===== config.mk =====
export PLATFORM = sky130hd
export DESIGN_NAME = gpio_pattern_gen
export DESIGN_NICKNAME = d
export VERILOG_FILES = /design/src/rtl/gpio_pattern_pkg.sv /design/src/rtl/gpio_pattern_sync.sv /design/src/rtl/gpio_pattern_gen.sv
export SDC_FILE = /design/constraint.sdc
export NUM_CORES = 1
export LEC_CHECK = 0
export BUFFER_PORTS_ARGS = -buffer_cell sky130_fd_sc_hd__buf_2
export CORE_MARGIN = 5
export CORE_UTILIZATION = 47
export DETAILED_ROUTE_END_ITERATION = 7
export PLACE_DENSITY = 0.67
export RECOVER_POWER = 50
export SLEW_MARGIN = 0
export SYNTH_ARGS = -nofsm -noshare
export SYNTH_HDL_FRONTEND = slang
export SYNTH_SLANG_ARGS = --single-unit

===== constraint.sdc =====
create_clock -name wb_clk_i -period 6.4 [get_ports wb_clk_i]
set_clock_uncertainty 0.1 [all_clocks]
set_input_delay 0.32 -clock wb_clk_i [delete_from_list [all_inputs] [get_ports wb_clk_i]]
set_output_delay 0.32 -clock wb_clk_i [all_outputs]
set_load 0.02 [all_outputs]

===== src/rtl/gpio_pattern_pkg.sv =====
// gpio_pattern_pkg: register map, field positions and FSM encoding for the pad pattern sequencer.
// Latency: n/a (constants, types and a pure combinational helper only).
// Backpressure: n/a.
package gpio_pattern_pkg;

  // Register select, taken from byte address bits [4:2]
  localparam logic [2:0] REG_CTRL    = 3'd0;  // 0x00
  localparam logic [2:0] REG_DIV     = 3'd1;  // 0x04
  localparam logic [2:0] REG_STATUS  = 3'd2;  // 0x08
  localparam logic [2:0] REG_CAPTURE = 3'd3;  // 0x0C
  localparam logic [2:0] REG_PAT_LO  = 3'd4;  // 0x10
  localparam logic [2:0] REG_PAT_HI  = 3'd5;  // 0x14

  // CTRL bit positions
  localparam int CTRL_START    = 0;
  localparam int CTRL_STOP     = 1;
  localparam int CTRL_LOOP     = 2;
  localparam int CTRL_LAST_LSB = 4;

  // STATUS bit positions
  localparam int STAT_BUSY    = 0;
  localparam int STAT_DONE    = 1;
  localparam int STAT_IDX_LSB = 4;

  // Pattern nibble layout {med, strong, oe, out}
  localparam int PAT_OUT    = 0;
  localparam int PAT_OE     = 1;
  localparam int PAT_STRONG = 2;
  localparam int PAT_MED    = 3;
  localparam int NIB_W      = 4;

  // The table storage and index are always sized for the largest legal DEPTH
  localparam int MAX_DEPTH = 16;
  localparam int IDX_W     = 4;
  localparam int PAT_W     = MAX_DEPTH * NIB_W;

  typedef enum logic [1:0] {
    IDLE   = 2'd0,
    RUN    = 2'd1,
    FINISH = 2'd2
  } state_e;

  // Pick the control nibble for one table entry
  function automatic logic [NIB_W-1:0] pat_entry(input logic [PAT_W-1:0] tbl,
                                                 input logic [IDX_W-1:0] idx);
    pat_entry = tbl[{idx, 2'b00} +: NIB_W];
  endfunction

endpackage


===== src/rtl/gpio_pattern_sync.sv =====
// gpio_pattern_sync: two-flop synchroniser bringing the asynchronous pad readback into the clock domain.
// Latency: 2 cycles from input to output.
// Backpressure: none; samples every cycle.
module gpio_pattern_sync (
  input  logic clk_i,
  input  logic rst_i,
  input  logic d_i,
  output logic q_o
);

  logic meta_q;
  logic sync_q;

  // Two back-to-back flops; the first may go metastable, the second settles it
  always_ff @(posedge clk_i or posedge rst_i) begin
    if (rst_i) begin
      meta_q <= 1'b0;
      sync_q <= 1'b0;
    end else begin
      meta_q <= d_i;
      sync_q <= meta_q;
    end
  end

  assign q_o = sync_q;

endmodule


===== src/rtl/gpio_pattern_gen.sv =====
// gpio_pattern_gen: Wishbone-programmed sequencer stepping fastio pad controls through a table; optional irq under GPIO_PATTERN_IRQ_EN.
// Latency: ack and read data one cycle after accept; each entry held DIV+1 cycles; pad readback lags 2 cycles.
// Backpressure: none; every accepted access completes on the next cycle with no wait states.
module gpio_pattern_gen
  import gpio_pattern_pkg::*;
#(
  parameter int DEPTH = 16,
  parameter int DIV_W = 16
) (
  input  logic        wb_clk_i,
  input  logic        wb_rst_i,
  input  logic        wbs_stb_i,
  input  logic        wbs_cyc_i,
  input  logic        wbs_we_i,
  input  logic [3:0]  wbs_sel_i,
  input  logic [31:0] wbs_adr_i,
  input  logic [31:0] wbs_dat_i,
  output logic        wbs_ack_o,
  output logic [31:0] wbs_dat_o,
  input  logic        pad_in,
  output logic        dut_out,
  output logic        dut_oe,
  output logic        dut_strong,
  output logic        dut_med,
  output logic        irq
);

  // Index wrap mask; DEPTH is a power of two no larger than MAX_DEPTH
  localparam logic [IDX_W-1:0] IDX_MASK = IDX_W'(DEPTH - 1);

  // Bus side
  logic             ack_q;
  logic [31:0]      rdat_q;
  logic [31:0]      rdat_d;
  logic             accept;
  logic             wr_en;
  logic [2:0]       reg_sel;
  logic             start_req;
  logic             stop_req;
  logic             done_clr;

  // Configuration registers
  logic             loop_q;
  logic [IDX_W-1:0] last_q;
  logic [DIV_W-1:0] div_q;
  logic [PAT_W-1:0] pat_q;

  // Sequencer state
  state_e               state_q, state_d;
  logic [IDX_W-1:0]     idx_q, idx_d;
  logic [IDX_W-1:0]     idx_inc;
  logic [DIV_W-1:0]     cnt_q, cnt_d;
  logic [NIB_W-1:0]     out_q, out_d;
  logic [MAX_DEPTH-1:0] cap_q, cap_d;
  logic                 done_q, done_d;
  logic                 busy;
  logic                 pad_sync;

  // Byte lanes and address bits outside [4:2] carry no meaning here
  logic unused_bus_bits;
  assign unused_bus_bits = ^{wbs_sel_i, wbs_adr_i[31:5], wbs_adr_i[1:0]};

  assign accept  = wbs_stb_i & wbs_cyc_i & ~ack_q;
  assign wr_en   = accept & wbs_we_i;
  assign reg_sel = wbs_adr_i[4:2];

  // A combined start+stop write is treated as a plain stop
  assign start_req = wr_en && (reg_sel == REG_CTRL) &&
                     wbs_dat_i[CTRL_START] && !wbs_dat_i[CTRL_STOP];
  assign stop_req  = wr_en && (reg_sel == REG_CTRL) && wbs_dat_i[CTRL_STOP];
  assign done_clr  = wr_en && (reg_sel == REG_STATUS) && wbs_dat_i[STAT_DONE];

  assign busy    = (state_q != IDLE);
  assign idx_inc = (idx_q + 1'b1) & IDX_MASK;

  gpio_pattern_sync u_sync (
    .clk_i (wb_clk_i),
    .rst_i (wb_rst_i),
    .d_i   (pad_in),
    .q_o   (pad_sync)
  );

  // Configuration writes; the sequencer only picks these up at its next step load
  always_ff @(posedge wb_clk_i or posedge wb_rst_i) begin
    if (wb_rst_i) begin
      loop_q <= 1'b0;
      last_q <= IDX_MASK;
      div_q  <= '0;
      pat_q  <= '0;
    end else if (wr_en) begin
      case (reg_sel)
        REG_CTRL: begin
          loop_q <= wbs_dat_i[CTRL_LOOP];
          last_q <= wbs_dat_i[CTRL_LAST_LSB +: IDX_W] & IDX_MASK;
        end
        REG_DIV:    div_q         <= wbs_dat_i[DIV_W-1:0];
        REG_PAT_LO: pat_q[31:0]   <= wbs_dat_i;
        REG_PAT_HI: pat_q[63:32]  <= wbs_dat_i;
        default: ;
      endcase
    end
  end

  // Read mux; unmapped selects return zero
  always_comb begin
    rdat_d = '0;
    case (reg_sel)
      REG_CTRL: begin
        rdat_d[CTRL_LOOP]               = loop_q;
        rdat_d[CTRL_LAST_LSB +: IDX_W]  = last_q;
      end
      REG_DIV:     rdat_d[DIV_W-1:0]     = div_q;
      REG_STATUS: begin
        rdat_d[STAT_BUSY]               = busy;
        rdat_d[STAT_DONE]               = done_q;
        rdat_d[STAT_IDX_LSB +: IDX_W]   = idx_q;
      end
      REG_CAPTURE: rdat_d[MAX_DEPTH-1:0] = cap_q;
      REG_PAT_LO:  rdat_d                = pat_q[31:0];
      REG_PAT_HI:  rdat_d                = pat_q[63:32];
      default: ;
    endcase
  end

  // Single-cycle registered ack with read data launched alongside it
  always_ff @(posedge wb_clk_i or posedge wb_rst_i) begin
    if (wb_rst_i) begin
      ack_q  <= 1'b0;
      rdat_q <= '0;
    end else begin
      ack_q  <= accept;
      rdat_q <= (accept && !wbs_we_i) ? rdat_d : '0;
    end
  end

  assign wbs_ack_o = ack_q;
  assign wbs_dat_o = rdat_q;

  // Sequencer registers: state, step index and counter, pad drive, capture and done
  always_ff @(posedge wb_clk_i or posedge wb_rst_i) begin
    if (wb_rst_i) begin
      state_q <= IDLE;
      idx_q   <= '0;
      cnt_q   <= '0;
      out_q   <= '0;
      cap_q   <= '0;
      done_q  <= 1'b0;
    end else begin
      state_q <= state_d;
      idx_q   <= idx_d;
      cnt_q   <= cnt_d;
      out_q   <= out_d;
      cap_q   <= cap_d;
      done_q  <= done_d;
    end
  end

  // Next-state logic: load an entry, count it down, sample the pad, advance or finish
  always_comb begin
    state_d = state_q;
    idx_d   = idx_q;
    cnt_d   = cnt_q;
    out_d   = out_q;
    cap_d   = cap_q;
    done_d  = done_q;

    if (done_clr) begin
      done_d = 1'b0;
    end

    case (state_q)
      IDLE: begin
        out_d = '0;
        if (start_req) begin
          idx_d   = '0;
          cnt_d   = div_q;
          out_d   = pat_entry(pat_q, '0);
          cap_d   = '0;
          state_d = RUN;
        end
      end

      RUN: begin
        if (stop_req) begin
          out_d   = '0;
          state_d = IDLE;
        end else if (cnt_q == '0) begin
          cap_d[idx_q] = pad_sync;
          if (idx_q != last_q) begin
            idx_d = idx_inc;
            cnt_d = div_q;
            out_d = pat_entry(pat_q, idx_inc);
          end else if (loop_q) begin
            idx_d = '0;
            cnt_d = div_q;
            out_d = pat_entry(pat_q, '0);
          end else begin
            out_d   = '0;
            state_d = FINISH;
          end
        end else begin
          cnt_d = cnt_q - 1'b1;
        end
      end

      FINISH: begin
        // Setting done here overrides a clear arriving in the same cycle
        out_d   = '0;
        done_d  = 1'b1;
        state_d = IDLE;
      end

      default: begin
        out_d   = '0;
        state_d = IDLE;
      end
    endcase
  end

  assign dut_out    = out_q[PAT_OUT];
  assign dut_oe     = out_q[PAT_OE];
  assign dut_strong = out_q[PAT_STRONG];
  assign dut_med    = out_q[PAT_MED];

`ifdef GPIO_PATTERN_IRQ_EN
  assign irq = (state_q == FINISH);
`else
  assign irq = 1'b0;
`endif

endmodule


==> run metrics <==
status=complete, but fails checks; failing checks=capacitance limit, slew limit; Clock Tree Buf Depth=2; Root Driver=clkbuf_16; cts repair resizes=0; Syn Inst Count=approximately 650; most frequent cells in the layout=159 x dfrtp_1, 94 x mux2_2, 53 x a22oi_1; Final Cycle Share=0.588; drt first pass iters=6; Post CTS Setup Buffer Count=0; WS Path Type=primary input to asynchronous set/reset pin; die width=141 um; family with the most delay on the worst path=buffers and inverters; GPL Wtd Cong=0.884; antenna cell count=0; Port Buffer Count=a little under 80; IO Pins=around 110; setup violators final=0; Slew Limit Fails=108; GRT overflow=0; Post-synth top flop=dfrtp_1; Slew headroom=-1.33; most common cell after layout, fill and taps aside=dfrtp_1; die area=a little under 20000 um2; largest area contributor in the netlist=dfrtp_1; combinational share of power=0.246; Buf+Inv Stages, Crit Path=4; final hold vios=0; Avg WL per Cell=22.3 um; post-detail-place hpwl=between 10 and 15 mm; CTS tree=done; DRC Markers=0; worst-margin pin slew=3.48 ns; Post-synth EDFFs=0; peak supply drop=between 0.2 and 0.25 mV; CTS Buf Count=17; clock net sink count=between 150 and 200; power per cell area=363 nW/um2; Synth Register Bits=roughly 160; crit path cell chain=dlygate4sd3_1 > clkbuf_2 > clkinvlp_2 > buf_4; crit-path max FO=slightly below 90; fillcell total=1410; first-pass GRT wire length=roughly 34 mm; Clk pwr share=0.333; R2R setup slack=between 3 and 4 ns; vias per cell=between 6 and 7; layout cells sized above 1=0.290; H-tree levels=4; DR vias=approximately 5800; Cell variety after synth=between 60 and 70; placeable core area=between 15000 and 20000 um2; largest net degree at the start of global routing=89; Sw Ratio=0.320; Tmin final=about 3.8 ns; Max-Cap Viols=2; fin nets=a little under 800; Worst path max stage delay=roughly 1.9 ns; net switching power=1050 uW; RSZ-0062 raised after global routing=false; Startpoint Class=primary input; sequential power share=0.421; synthesized area=about 8000 um2; Synth warnings=0; Worst-path clk slew=approximately 0.06 ns; slowest CP cell=clkinvlp_2; Die Height=around 140 um; Arr. time, crit path=~4.1 ns; GRT Total Usage=0.219; area grow syn2layout=13.0%; WHS=0.0311 ns; asr flop ratio synth=1.00; DR iter-0 viols=around 660; post-synthesis average cell area=about 12 um2; Initial Utilization=0.482; P_leak=0.00396 uW; share of the yosys chip area belonging to registers=0.510; initial antenna violation count=0; vias in the first global route=5961; crit end category=asynchronous set/reset pin; Antenna Violating Nets Remaining=0; # rows=between 40 and 50; setup_tns=0 ns; fmax=about 270 MHz; Synth Net Count=roughly 730; CP Data Required Time=between 6 and 7 ns; Yosys top cell area share=0.496; Internal=2230 uW; type of the tightest min-delay check=primary input to flop; Clock Latency Late Sink=0.43 ns; synth top area cells=dfrtp_1 50%, mux2_2 13%, a22oi_1 5.0%; final wirelength=approximately 21 mm
## power groups by stage
stage	sequential (uW)	combinational, uW	clock [uW]
2_1_floorplan	1330	681	0
3_3_place_gp	1380	776	0
3_5_place_dp	1390	804	0
4_1_cts	1380	810	1110
5_1_grt	1400	885	1150
6_report	1380	809	1090
## routing by layer
| metal | global-route usage | part of all wire |
|---|---|---|
| met2 | 0.344 | 0.47 |
| met3 | 0.0454 | 0.064 |
| met5 | 0 | 0 |
| met1 | 0.305 | 0.44 |
| met4 | 0.0734 | 0.026 |
## what timing repair did
action,CTS,global route
hold buffers,2,0
endpoints found under the setup margin,0,0
hold endpoints to repair,73,0
## kinds of logic after synthesis
family | after synthesis | synth area share
flops | 163 | 0.510
xor+xnor | 5 | 0.00546
compound gates | 133 | 0.118
mux | 133 | 0.208
buf+inv | 62 | 0.0423
simple gates | 150 | 0.108
other cells | 1 | 0.000468
fa+ha+maj | 6 | 0.00937
## flip-flops by register name (all words and copies together), names as in the netlist, 2 cells and up
register   cells
state_q        2
idx_q          4
cap_q         16
pat_q         64
last_q         4
wbs_dat_o     32
cnt_q         16
div_q         16
out_q          4
## through the flow
stage	utilization	setup WS (ns)	area [um2]	power, uW	instances
finish	0.544	2.63	9060	3290	943
global route	0.544	1.88	9060	3440	943
CTS	0.548	3.24	9120	3300	943
detailed placement	0.509	3.26	8460	2200	909
global placement	0.509	3.28	8460	2150	909
floorplan	-	1.58	8020	2010	653
## worst reg2reg max path: cells and delay by family, from the launching register on
| kind | cells | cell delay (ns) |
|---|---|---|
| DFF | 1 | 0.42 |
| buffers and inverters | 1 | 1.44 |
| muxes | 1 | 0.49 |
| and+or+nand+nor | 2 | 0.76 |
## final timing paths
check,cells after the start,start,endpoint
min in group asynchronous,3,wb_rst_i,wbs_dat_o[22]
min reg2reg,0,u_sync.meta_q,u_sync.q_o
max,4,wb_rst_i,div_q[10]
max reg2reg,4,wbs_ack_o,pat_q[40]
max in group wb_clk_i,4,wbs_ack_o,pat_q[40]
min,2,wbs_dat_i[22],pat_q[54]
## cell usage after synthesis, drive strengths merged, types with 8 or more instances
| master | number |
|---|---|
| mux2 | 96 |
| nand4 | 12 |
| mux4 | 17 |
| inv | 10 |
| o211ai | 12 |
| buf | 34 |
| nand2 | 29 |
| mux2i | 20 |
| nor4 | 12 |
| a22oi | 53 |
| a21oi | 26 |
| o2bb2ai | 14 |
| nor3 | 13 |
| clkbuf | 18 |
| dfrtp | 159 |
| nor2 | 33 |
| o21ai | 8 |
## final cells by class
| class | count | area (um2) | area share |
|---|---|---|---|
| flip-flops and latches | 163 | 4080 | 0.451 |
| clock buffers | 20 | 457 | 0.0504 |
| multi-input cells | 428 | 3590 | 0.397 |
| repair buffers | 90 | 433 | 0.0478 |
| inverters | 10 | 38.8 | 0.00428 |
| clock inverters | 12 | 178 | 0.0196 |
| well taps | 220 | 275 | 0.0304 |
Note: power is estimated with default switching activity, not from simulation.
